## config.mk

```make
export PLATFORM = sky130hd
export DESIGN_NAME = maze_solver_param
export DESIGN_NICKNAME = d
export VERILOG_FILES = /design/src/rtl/maze_solver_param.sv
export SDC_FILE = /design/constraint.sdc
export NUM_CORES = 1
export LEC_CHECK = 0
export CAP_MARGIN = 20
export CORE_AREA = 2 2 68 102
export CTS_CLUSTER_DIAMETER = 80
export DETAILED_ROUTE_END_ITERATION = 8
export DIE_AREA = 0 0 70 104
export GPL_TIMING_DRIVEN = 0
export MAX_ROUTING_LAYER = met4
export PLACE_DENSITY = 0.94
export SLEW_MARGIN = 20
export SYNTH_ARGS = -nofsm -noshare
export SYNTH_HDL_FRONTEND = slang
export SYNTH_SLANG_ARGS = --single-unit
```

## constraint.sdc

```tcl
create_clock -name clk -period 4.6 [get_ports clk]
set_input_delay 0.69 -clock clk [delete_from_list [all_inputs] [get_ports clk]]
set_output_delay 0.69 -clock clk [all_outputs]
set_load 0.1 [all_outputs]
```

## src/rtl/maze_solver_param.sv

```systemverilog
// Wall-follower maze solver: walks an external 1-bit maze memory from a start
// cell to any border cell, with selectable hand rule, step limit and enclosure detection.
//
// state | meaning
// IDLE  | waiting for start
// MARK  | write-mark the start cell
// PROBE | pick the next neighbour; out-of-range neighbours count as walls
// CHECK | maze_in valid for the probed cell; move or turn
// DONE  | exit reached, outputs held
// FAIL  | enclosed or step limit reached, outputs held
module maze_solver_param #(
  parameter int ROW_W     = 6,
  parameter int COL_W     = 6,
  parameter int MAX_ROW   = 63,
  parameter int MAX_COL   = 63,
  parameter int STEP_W    = 16,
  parameter int MAX_STEPS = 65535
) (
  input  logic              clk,
  input  logic              rst,
  input  logic              start,
  input  logic              hand,
  input  logic [ROW_W-1:0]  starting_row,
  input  logic [COL_W-1:0]  starting_col,
  input  logic              maze_in,
  output logic [ROW_W-1:0]  row,
  output logic [COL_W-1:0]  col,
  output logic              maze_oe,
  output logic              maze_we,
  output logic              busy,
  output logic              done,
  output logic              fail,
  output logic [STEP_W-1:0] steps
);

  localparam logic [ROW_W-1:0]  LAST_ROW = ROW_W'(MAX_ROW);
  localparam logic [COL_W-1:0]  LAST_COL = COL_W'(MAX_COL);
  localparam logic [STEP_W-1:0] STEP_LIM = STEP_W'(MAX_STEPS);

  typedef enum logic [2:0] {
    S_IDLE, S_MARK, S_PROBE, S_CHECK, S_DONE, S_FAIL
  } state_t;

  state_t            state, state_n;
  logic [ROW_W-1:0]  pos_r, pos_r_n, row_n, cand_r;
  logic [COL_W-1:0]  pos_c, pos_c_n, col_n, cand_c;
  logic [1:0]        dir, dir_n, dir_toward, dir_away;
  logic              hand_q, hand_n;
  logic [2:0]        wall_run, wall_run_n;
  logic [STEP_W-1:0] steps_n;
  logic              oe_n, we_n, busy_n, done_n, fail_n;
  logic              cand_ok, at_border;

  // dir: N=0 W=1 S=2 E=3, counterclockwise; a left turn is +1
  always_comb begin
    cand_r  = pos_r;
    cand_c  = pos_c;
    cand_ok = 1'b1;
    case (dir)
      2'd0: if (pos_r == '0)       cand_ok = 1'b0; else cand_r = pos_r - ROW_W'(1);
      2'd1: if (pos_c == '0)       cand_ok = 1'b0; else cand_c = pos_c - COL_W'(1);
      2'd2: if (pos_r == LAST_ROW) cand_ok = 1'b0; else cand_r = pos_r + ROW_W'(1);
      default: if (pos_c == LAST_COL) cand_ok = 1'b0; else cand_c = pos_c + COL_W'(1);
    endcase
  end

  assign dir_toward = hand_q ? dir + 2'd1 : dir - 2'd1;
  assign dir_away   = hand_q ? dir - 2'd1 : dir + 2'd1;
  // in CHECK, row/col carry the probed candidate
  assign at_border  = (row == '0) || (row == LAST_ROW) || (col == '0) || (col == LAST_COL);

  always_comb begin
    state_n    = state;
    pos_r_n    = pos_r;
    pos_c_n    = pos_c;
    row_n      = row;
    col_n      = col;
    dir_n      = dir;
    hand_n     = hand_q;
    wall_run_n = wall_run;
    steps_n    = steps;
    oe_n       = 1'b0;
    we_n       = 1'b0;
    busy_n     = busy;
    done_n     = done;
    fail_n     = fail;
    case (state)
      S_IDLE, S_DONE, S_FAIL: begin
        if (start) begin
          state_n    = S_MARK;
          pos_r_n    = starting_row;
          pos_c_n    = starting_col;
          row_n      = starting_row;
          col_n      = starting_col;
          hand_n     = hand;
          dir_n      = 2'd0;
          steps_n    = '0;
          wall_run_n = '0;
          busy_n     = 1'b1;
          done_n     = 1'b0;
          fail_n     = 1'b0;
          we_n       = 1'b1;
        end
      end
      S_MARK: state_n = S_PROBE;
      S_PROBE: begin
        if ((wall_run == 3'd4) || (steps == STEP_LIM)) begin
          state_n = S_FAIL;
          row_n   = pos_r;
          col_n   = pos_c;
          busy_n  = 1'b0;
          fail_n  = 1'b1;
        end else if (!cand_ok) begin
          dir_n      = dir_away;
          wall_run_n = wall_run + 3'd1;
        end else begin
          state_n = S_CHECK;
          row_n   = cand_r;
          col_n   = cand_c;
          oe_n    = 1'b1;
        end
      end
      S_CHECK: begin
        if (maze_in) begin
          state_n    = S_PROBE;
          row_n      = pos_r;
          col_n      = pos_c;
          dir_n      = dir_away;
          wall_run_n = wall_run + 3'd1;
        end else begin
          pos_r_n    = row;
          pos_c_n    = col;
          we_n       = 1'b1;
          wall_run_n = '0;
          dir_n      = dir_toward;
          if (steps != STEP_LIM) steps_n = steps + STEP_W'(1);
          if (at_border) begin
            state_n = S_DONE;
            busy_n  = 1'b0;
            done_n  = 1'b1;
          end else begin
            state_n = S_PROBE;
          end
        end
      end
      default: state_n = S_IDLE;
    endcase
  end

  always_ff @(posedge clk) begin
    if (rst) begin
      state    <= S_IDLE;
      pos_r    <= '0;
      pos_c    <= '0;
      row      <= '0;
      col      <= '0;
      dir      <= 2'd0;
      hand_q   <= 1'b0;
      wall_run <= '0;
      steps    <= '0;
      maze_oe  <= 1'b0;
      maze_we  <= 1'b0;
      busy     <= 1'b0;
      done     <= 1'b0;
      fail     <= 1'b0;
    end else begin
      state    <= state_n;
      pos_r    <= pos_r_n;
      pos_c    <= pos_c_n;
      row      <= row_n;
      col      <= col_n;
      dir      <= dir_n;
      hand_q   <= hand_n;
      wall_run <= wall_run_n;
      steps    <= steps_n;
      maze_oe  <= oe_n;
      maze_we  <= we_n;
      busy     <= busy_n;
      done     <= done_n;
      fail     <= fail_n;
    end
  end

endmodule

```

==> summary.md <==
| Metric | Value |
|---|---|
| Hold Vio Cnt, Final | `0` |
| Post-CTS setup buffers | `0` |
| ANT cells | `0` |
| Iter 0 DRT Violations | `401` |
| CTS tree | `built` |
| WP data arrival | `3.09 ns` |
| Area of the multi-input gates | `2400 um^2` |
| Reg area | `1080 um^2` |
| Die Y | `104 um` |
| Setup TNS | `0 ns` |
| P_leak | `0.00150 uW` |
| Final Max Tran Viols | `0` |
| Mux cell area share after synthesis | `3.70%` |
| Distinct cell type count of the synthesized netlist | `73` |
| Synth Area in Compound Gates | `25.1%` |
| Routed vias | `4085` |
| Register area share after synthesis | `29.1%` |
| Max-Cap Viols | `0` |
| Global-route wire length before repair | `18700 um` |
| Placer Congestion | `0.986` |
| Detailed Route WL | `12000 um` |
| Layout area overhead | `17.7%` |
| GRT Resource Usage Total | `32.9%` |
| GRT Residual Overflow | `0` |
| Yosys reg bits | `54` |
| R2r endpoint | `wall_run[2]` |
| PnR worst setup slack | `1.72 ns` |
| Initial core utilization | `58.1%` |
| DP Worst Slack | `1.49 ns` |
| Die area | `7280 um^2` |
| Tmin final | `2.88 ns` |
| Row count | `36` |
| R2R cell count | `9` |
| Skew-Pair Late Insertion Delay | `0.33 ns` |
| Worst hold margin | `0.461 ns` |
| Pwr/cell area | `428 nW/um^2` |
| Worst Hold End | `done` |
| Placed Cells | `596` |
| Chip Width | `70 um` |
| Clock skew | `0.0137 ns` |
| YS warnings | `0` |
| Vias in the first global route | `3973` |
| Clock sinks | `54` |
| Nets | `557` |
| Clock root buffer | `clkbuf_8` |
| Fmax | `348 MHz` |
| Clock transition at path regs | `0.11 ns` |
| Peak VDD IR | `428 uV` |
| Max-slew headroom | `32.6%` |
| CP peak stage delay | `0.88 ns` |
| Synthesized area | `3720 um^2` |
| RSZ-0062 raised after global routing | `no` |
| Residual DRC | `0` |
| Layout fillers | `530` |
| TritonCTS buffer count | `5` |
| Synth Flop Type | `dfxtp_1` |
| Outcome | `completed` |
| Synth Area in XOR/XNOR | `4.00%` |
| CP Capture Type | `flip-flop` |
| Crit share post-route | `62.5%` |
| Crit Path Class | `input port to flip-flop` |
| Syn Inst Count | `472` |
| Reg-to-reg slack, setup | `1.75 ns` |
| CP bufs+invs | `2` |
| Synth Area in Adders | `4.37%` |
| Dpl hpwl | `8670 um` |
| Antenna-violating nets left | `0` |
| Critical Path, Cell by Cell | `buf_2 -> nand4bb_1 -> clkbuf_1 -> a21boi_1 -> a211o_1 -> nor3_1 -> xnor2_1 -> nor2_1` |
| Largest net degree at the start of global routing | `17` |
| Port Buffer Count | `48` |
| Layout Cells excl Fill | `603` |
| Hold Path Class | `flip-flop to flip-flop` |
| Initial antenna violation count | `0` |
| CP top delay family | `compound AO/OA/AOI/OAI gates` |
| Post-synthesis simple-gate area fraction | `27.4%` |
| Slowest-stage cell, CP | `a21boi_1` |
| Syn Nets | `502` |
| Post-synth EDFFs | `0` |
| Syn Area/Cell | `7.88 um^2` |
| Total power | `1870 uW` |
| Required @ worst endpoint | `4.81 ns` |
| Vias per std cell | `6.77` |
| Final setup violation count | `0` |
| Hold-fix buffers, CTS | `0` |
| Cts repair resizes | `0` |
| Total core area | `6400 um^2` |
| Reg-to-Reg Start | `pos_r[1]` |
| H-tree levels | `2` |
| Worst slew pin tran | `1.01 ns` |
| Wire per inst | `19.9 um` |
| Clk buf depth | `2` |
| Worst Setup Start Kind | `input port` |
| HP Start | `done` |
| Layout cells sized above 1 | `8.35%` |
| Ports | `50` |
| Fraction of registers with async set/reset | `0%` |
| Worst hold path depth | `2` |
| Max FO, Critical Path | `9` |
| Largest family of logic cells by synthesized area | `simple AND/OR/NAND/NOR gates` |
| Pre-antenna DRT Iters | `5` |
## layout make-up
| cell class | instances | share of cell area [%] |
|---|---|---|
| Inverter | 17 | 1.46 |
| Clock buffer | 5 | 1.57 |
| Buffer | 35 | 3.95 |
| Sequential cell | 54 | 24.7 |
| Multi-Input combinational cell | 366 | 54.9 |
| Clock inverter | 2 | 0.314 |
| Tap cell | 76 | 2.17 |
| Timing Repair Buffer | 48 | 11.0 |
## worst max path at each step
stage          cells after the start  startpoint          end  slack, ns
2_1_floorplan                      9    steps[0]       col[5]       1.65
3_3_place_gp                       8     maze_in     steps[5]       1.51
3_5_place_dp                       8     maze_in    steps[12]       1.49
4_1_cts                            9    pos_r[1]  wall_run[2]       1.80
5_1_grt                            9    pos_r[1]  wall_run[2]       1.59
6_report                           8     maze_in    steps[12]       1.72
## routing by layer
| layer | vias up | routed length, um | track usage, % |
|---|---|---|---|
| li1 | 1842 | - | - |
| met1 | 1874 | 4270 | 33.5 |
| met2 | 278 | 5830 | 55.9 |
| met3 | 91 | 1050 | 6.20 |
| met4 | 0 | 837 | 22.7 |
| met5 | - | 0 | - |
## worst register-to-register path, stage by stage (launching register included)
cell and delay (ns):
dfxtp_1 0.34, clkbuf_1 0.31, inv_1 0.20, ha_1 0.24
nor2b_1 0.15, a21boi_1 0.51, nor4_4 0.14, o221ai_2 0.46
o21ai_0 0.22, a211oi_2 0.21
## metrics by stage
stage	area, um^2	util, %
after floorplan	3720	-
after global placement	4290	67.1
after detailed placement	4290	67.1
after CTS	4380	68.4
after global routing	4380	68.4
final	4380	68.4
## sequential cells by signal (all words and copies together) (netlist names)
register	cells
busy	1
col	6
dir	2
done	1
fail	1
hand_q	1
maze_oe	1
maze_we	1
pos_c	6
pos_r	6
row	6
state	3
steps	16
wall_run	3
## cells in the final DEF (no fill, tap or decap), types with 3 or more instances in the layout
master            n
nand3b_1          3
clkbuf_1         23
mux2i_1           7
clkbuf_8          5
nor2b_1           6
xor2_1            4
o211ai_1          4
nand3_1          21
xnor2_1          13
nor4_1            7
inv_1            17
a211oi_1         16
nor3_1           15
nor2_1           56
buf_6             4
dfxtp_1          54
a21oi_1          26
a31oi_1           5
buf_2             6
mux2_2            6
o21ai_0          23
clkdlybuf4s50_1  48
a21boi_1          3
o22ai_1          11
or3_1             9
nand2b_1          7
nand2_1          40
a311oi_1          7
nand4_1          10
ha_1             13
and3_1            4
## synth_stat cells (all sizes together) (3+ instances only)
cell    number  area share, %
mux2i        7            1.9
a21oi       26            3.5
nand3       22            3.3
a311oi       8            2.1
nor2b        6            1.0
buf         12            2.3
a211oi      17            3.6
xor2         4           0.94
nand3b       3           0.61
nor2        56            5.7
o21ai       23            3.1
o211ai       4           0.81
a31oi        6            1.4
o22ai       11            1.9
nor4         9            2.3
nand2b       7            1.2
clkbuf      23            2.3
nor3        16            2.3
and3         5           0.98
dfxtp       54             29
xnor2       13            3.1
inv         17            1.7
nand2       41            4.2
nand4       11            2.3
a21boi       3           0.61
ha          13            4.4
or3          9            1.5
mux2         6            1.8
## cells by family (layout without fill, tap and decap cells)
logic type | Yosys count | after routing
AO/OA/AOI/OAI | 129 | 129
multiplexers | 13 | 13
adder cells (fa/ha/maj) | 13 | 13
flip-flops | 54 | 54
AND/OR/NAND/NOR | 194 | 194
XOR/XNOR | 17 | 17
buffers and inverters | 52 | 107
## power breakdown
| group | internal (uW) | switching (uW) | leakage [uW] |
|---|---|---|---|
| logic | 302 | 683 | 0.00102 |
| registers | 531 | 79.2 | 0.000442 |
| clock network | 106 | 172 | 0.0000444 |
Power figures use the tool's default switching activity.
==> patch: new RTL, config.mk and constraints unchanged <==
Put one more register stage on the output `row`, with the module's reset. The value now appears one clock later. The other outputs are not delayed to match.
--- a/src/rtl/maze_solver_param.sv
+++ b/src/rtl/maze_solver_param.sv
@@ -42,4 +42,6 @@
   } state_t;
 
+  logic [ROW_W-1:0] row_s0;
+
   state_t            state, state_n;
   logic [ROW_W-1:0]  pos_r, pos_r_n, row_n, cand_r;
@@ -68,5 +70,5 @@
   assign dir_away   = hand_q ? dir - 2'd1 : dir + 2'd1;
   // in CHECK, row/col carry the probed candidate
-  assign at_border  = (row == '0) || (row == LAST_ROW) || (col == '0) || (col == LAST_COL);
+  assign at_border  = (row_s0 == '0) || (row_s0 == LAST_ROW) || (col == '0) || (col == LAST_COL);
 
   always_comb begin
@@ -74,5 +76,5 @@
     pos_r_n    = pos_r;
     pos_c_n    = pos_c;
-    row_n      = row;
+    row_n      = row_s0;
     col_n      = col;
     dir_n      = dir;
@@ -129,5 +131,5 @@
           wall_run_n = wall_run + 3'd1;
         end else begin
-          pos_r_n    = row;
+          pos_r_n    = row_s0;
           pos_c_n    = col;
           we_n       = 1'b1;
@@ -153,5 +155,5 @@
       pos_r    <= '0;
       pos_c    <= '0;
-      row      <= '0;
+      row_s0   <= '0;
       col      <= '0;
       dir      <= 2'd0;
@@ -168,5 +170,5 @@
       pos_r    <= pos_r_n;
       pos_c    <= pos_c_n;
-      row      <= row_n;
+      row_s0   <= row_n;
       col      <= col_n;
       dir      <= dir_n;
@@ -182,4 +184,12 @@
   end
 
+  always_ff @(posedge clk) begin
+    if (rst) begin
+      row <= '0;
+    end else begin
+      row <= row_s0;
+    end
+  end
+
 endmodule
 
Check against the original RTL: not equivalent (Yosys sat finds a counterexample within 4 cycles, from zero or initial values and one cycle with rst high).
==> patch against the unedited design <==
Largest power group is now sequential cells. Critical path type unchanged. Global-route usage is 2.5 points higher. Wire length is 4.9% higher. First-iteration DRC count is 5.2% lower. Sequential cell count is 6 higher. Critical path depth stayed put. Power is 4.2% lower. Final area is 5.6% higher. Largest cell class unchanged. Setup slack better by 5.2 ps. Synthesized area is 2.4% higher. Register-to-register slack better by 100 ps.
==> patch: results (changes against the unedited design) <==
| Metric | Value |
|---|---|
| Max Buffers Root-to-Sink | `2 (unchanged)` |
| Worst-Skew Late Latency | `350 ps (+20 ps)` |
| Max rail drop VDD | `0.000333 V (-22%)` |
| Detailed placer's ending HPWL | `9030 um (+4.2%)` |
| Postcts setup bufs | `0 (unchanged)` |
| Number of flip-flops in the largest register | `16 (unchanged)` |
| DR vias | `4277 (+4.7%)` |
| Post-synthesis cell type count | `67 (-8.2%)` |
| Gr usage total | `35.4% (+2.5 points)` |
| Wire per inst | `20.1 um (+1.1%)` |
| Synth Area in Compound Gates | `24.7% (-0.45 points)` |
| Crit path to | `steps[13]$_SDFFE_PP0P_` |
| Worst Hold Endpoint | `hand_q$_SDFFE_PP0P_` |
| Slowest-stage cell, CP | `a21boi_1` |
| Worst-path maximum fanout | `9 (unchanged)` |
| FF-to-FF Start | `state[0]$_SDFFE_PP0P_` |
| CP peak stage delay | `790 ps (-90 ps)` |
| Synth Area in XOR/XNOR | `3.45% (-0.55 points)` |
| HP Start | `hand_q$_SDFFE_PP0P_` |
| Slew Limit Headroom | `30.4% (-2.2 points)` |
| Share of cells above drive strength 1 | `6.73% (-1.6 points)` |
| First-pass GRT wire length | `19900 um (+6.2%)` |
| Flop-to-flop setup slack | `1850 ps (+100 ps)` |
| Hold crit path type | `flip-flop to flip-flop` |
| Crit. Startpoint | `maze_in` |
| Skew final | `12.4 ps (-1.23 ps)` |
| 1st-iter DRT viols | `380 (-5.2%)` |
| Largest net degree at the start of global routing | `11 (-6)` |
| Top cells by area, synth | `dfxtp_1, nor2_1, a21oi_1` |
| Vias in the first global route | `4099 (+3.2%)` |
| Post-CTS resize count | `0 (unchanged)` |
| Most flops, register | `steps` |
| Antenna cells | `0 (unchanged)` |
| Clock slew at reported path FFs | `60 ps (-50 ps)` |
| Mux cell area share after synthesis | `3.78% (+0.078 points)` |
| Worst r2r path cells | `8 (-1)` |
| H-tree depth | `3 (+1)` |
| Register area share after synthesis | `31.5% (+2.5 points)` |
| Crit path arrival time | `3080 ps (about the same)` |
| Commonest cells in the netlist | `dfxtp_1, nor2_1, a21oi_1, nand2_1, clkbuf_1` |
| GPL Wtd Cong | `1.02 (+3.6%)` |
| Startpoint Class | `input port` |
| Asr flop ratio synth | `0% (unchanged)` |
| Port Buffers | `47 (-2.1%)` |
| Final Max Slew Viols | `0 (unchanged)` |
| Top Family by Delay on Critical Path | `compound AO/OA/AOI/OAI gates` |
| Router iterations before antenna repair | `5 (unchanged)` |
| Hold path cells | `2 (unchanged)` |
| Leak | `1.65 nW (+9.8%)` |
| Synth warn | `0 (unchanged)` |
| Initial antenna violation count | `0 (unchanged)` |
| Synth Area in Adders | `4.27% (-0.10 points)` |
| Num CTS Buffers | `9 (+4)` |
| Final nets | `575 (+3.2%)` |
| Root Driver | `clkbuf_8` |
| Syn nets | `517 (+3.0%)` |
| Outcome | `finished, final reports clean` |
patch: tightest hold or removal path, delay by kind of cell (launching register included):
family / cells / cell delay (ps)
flops: 1 / 320
compound gates: 1 / 60
simple gates: 1 / 60
patch: per-stage QoR:
step | instances | setup WS [ps] | hold WS [ps] | area, um2 | utilization [%]
3_3_place_gp | 610 | 1440 | 456 | 4370 | 68.4
4_1_cts | 626 | 1830 | 482 | 4620 | 72.3
6_report | 626 | 1730 | 483 | 4620 | 72.3
2_1_floorplan | 487 | 1680 | 449 | 3810 | -
3_5_place_dp | 610 | 1490 | 473 | 4370 | 68.4
5_1_grt | 626 | 1650 | 512 | 4620 | 72.3
patch: power by group:
| group | total, W | switching, W | internal [W] |
|---|---|---|---|
| logic | 0.000580 | 0.000391 | 0.000190 |
| registers | 0.000611 | 0.0000487 | 0.000563 |
| clock network | 0.000602 | 0.000213 | 0.000389 |
| total | 0.00179 | 0.000653 | 0.00114 |
patch: layout make-up:
type / instances / area, um2
timing repair buffer: 47 / 470
inverter: 21 / 78.8
tap: 76 / 95.1
sequential: 60 / 1200
clock buffer: 12 / 155
clock inverter: 4 / 95.1
buffer: 31 / 138
fill: 512 / 1770
multi-input combinational: 375 / 2390
patch: logic make-up (layout without fill, tap and decap cells):
logic type,after synthesis,after routing
AOI/OAI and AO/OA,134,134
xor gates and xnor gates,15,15
adders and majority gates,13,13
buffers and inverters,52,115
DFF,60,60
muxes,14,14
and+or+nand+nor,199,199
patch: per-layer routing:
metal / track usage, % / wire length, um
met4: 22.4 / 716
met5: - / 0
met3: 6.78 / 1210
met2: 57.4 / 6070
met1: 39.4 / 4590
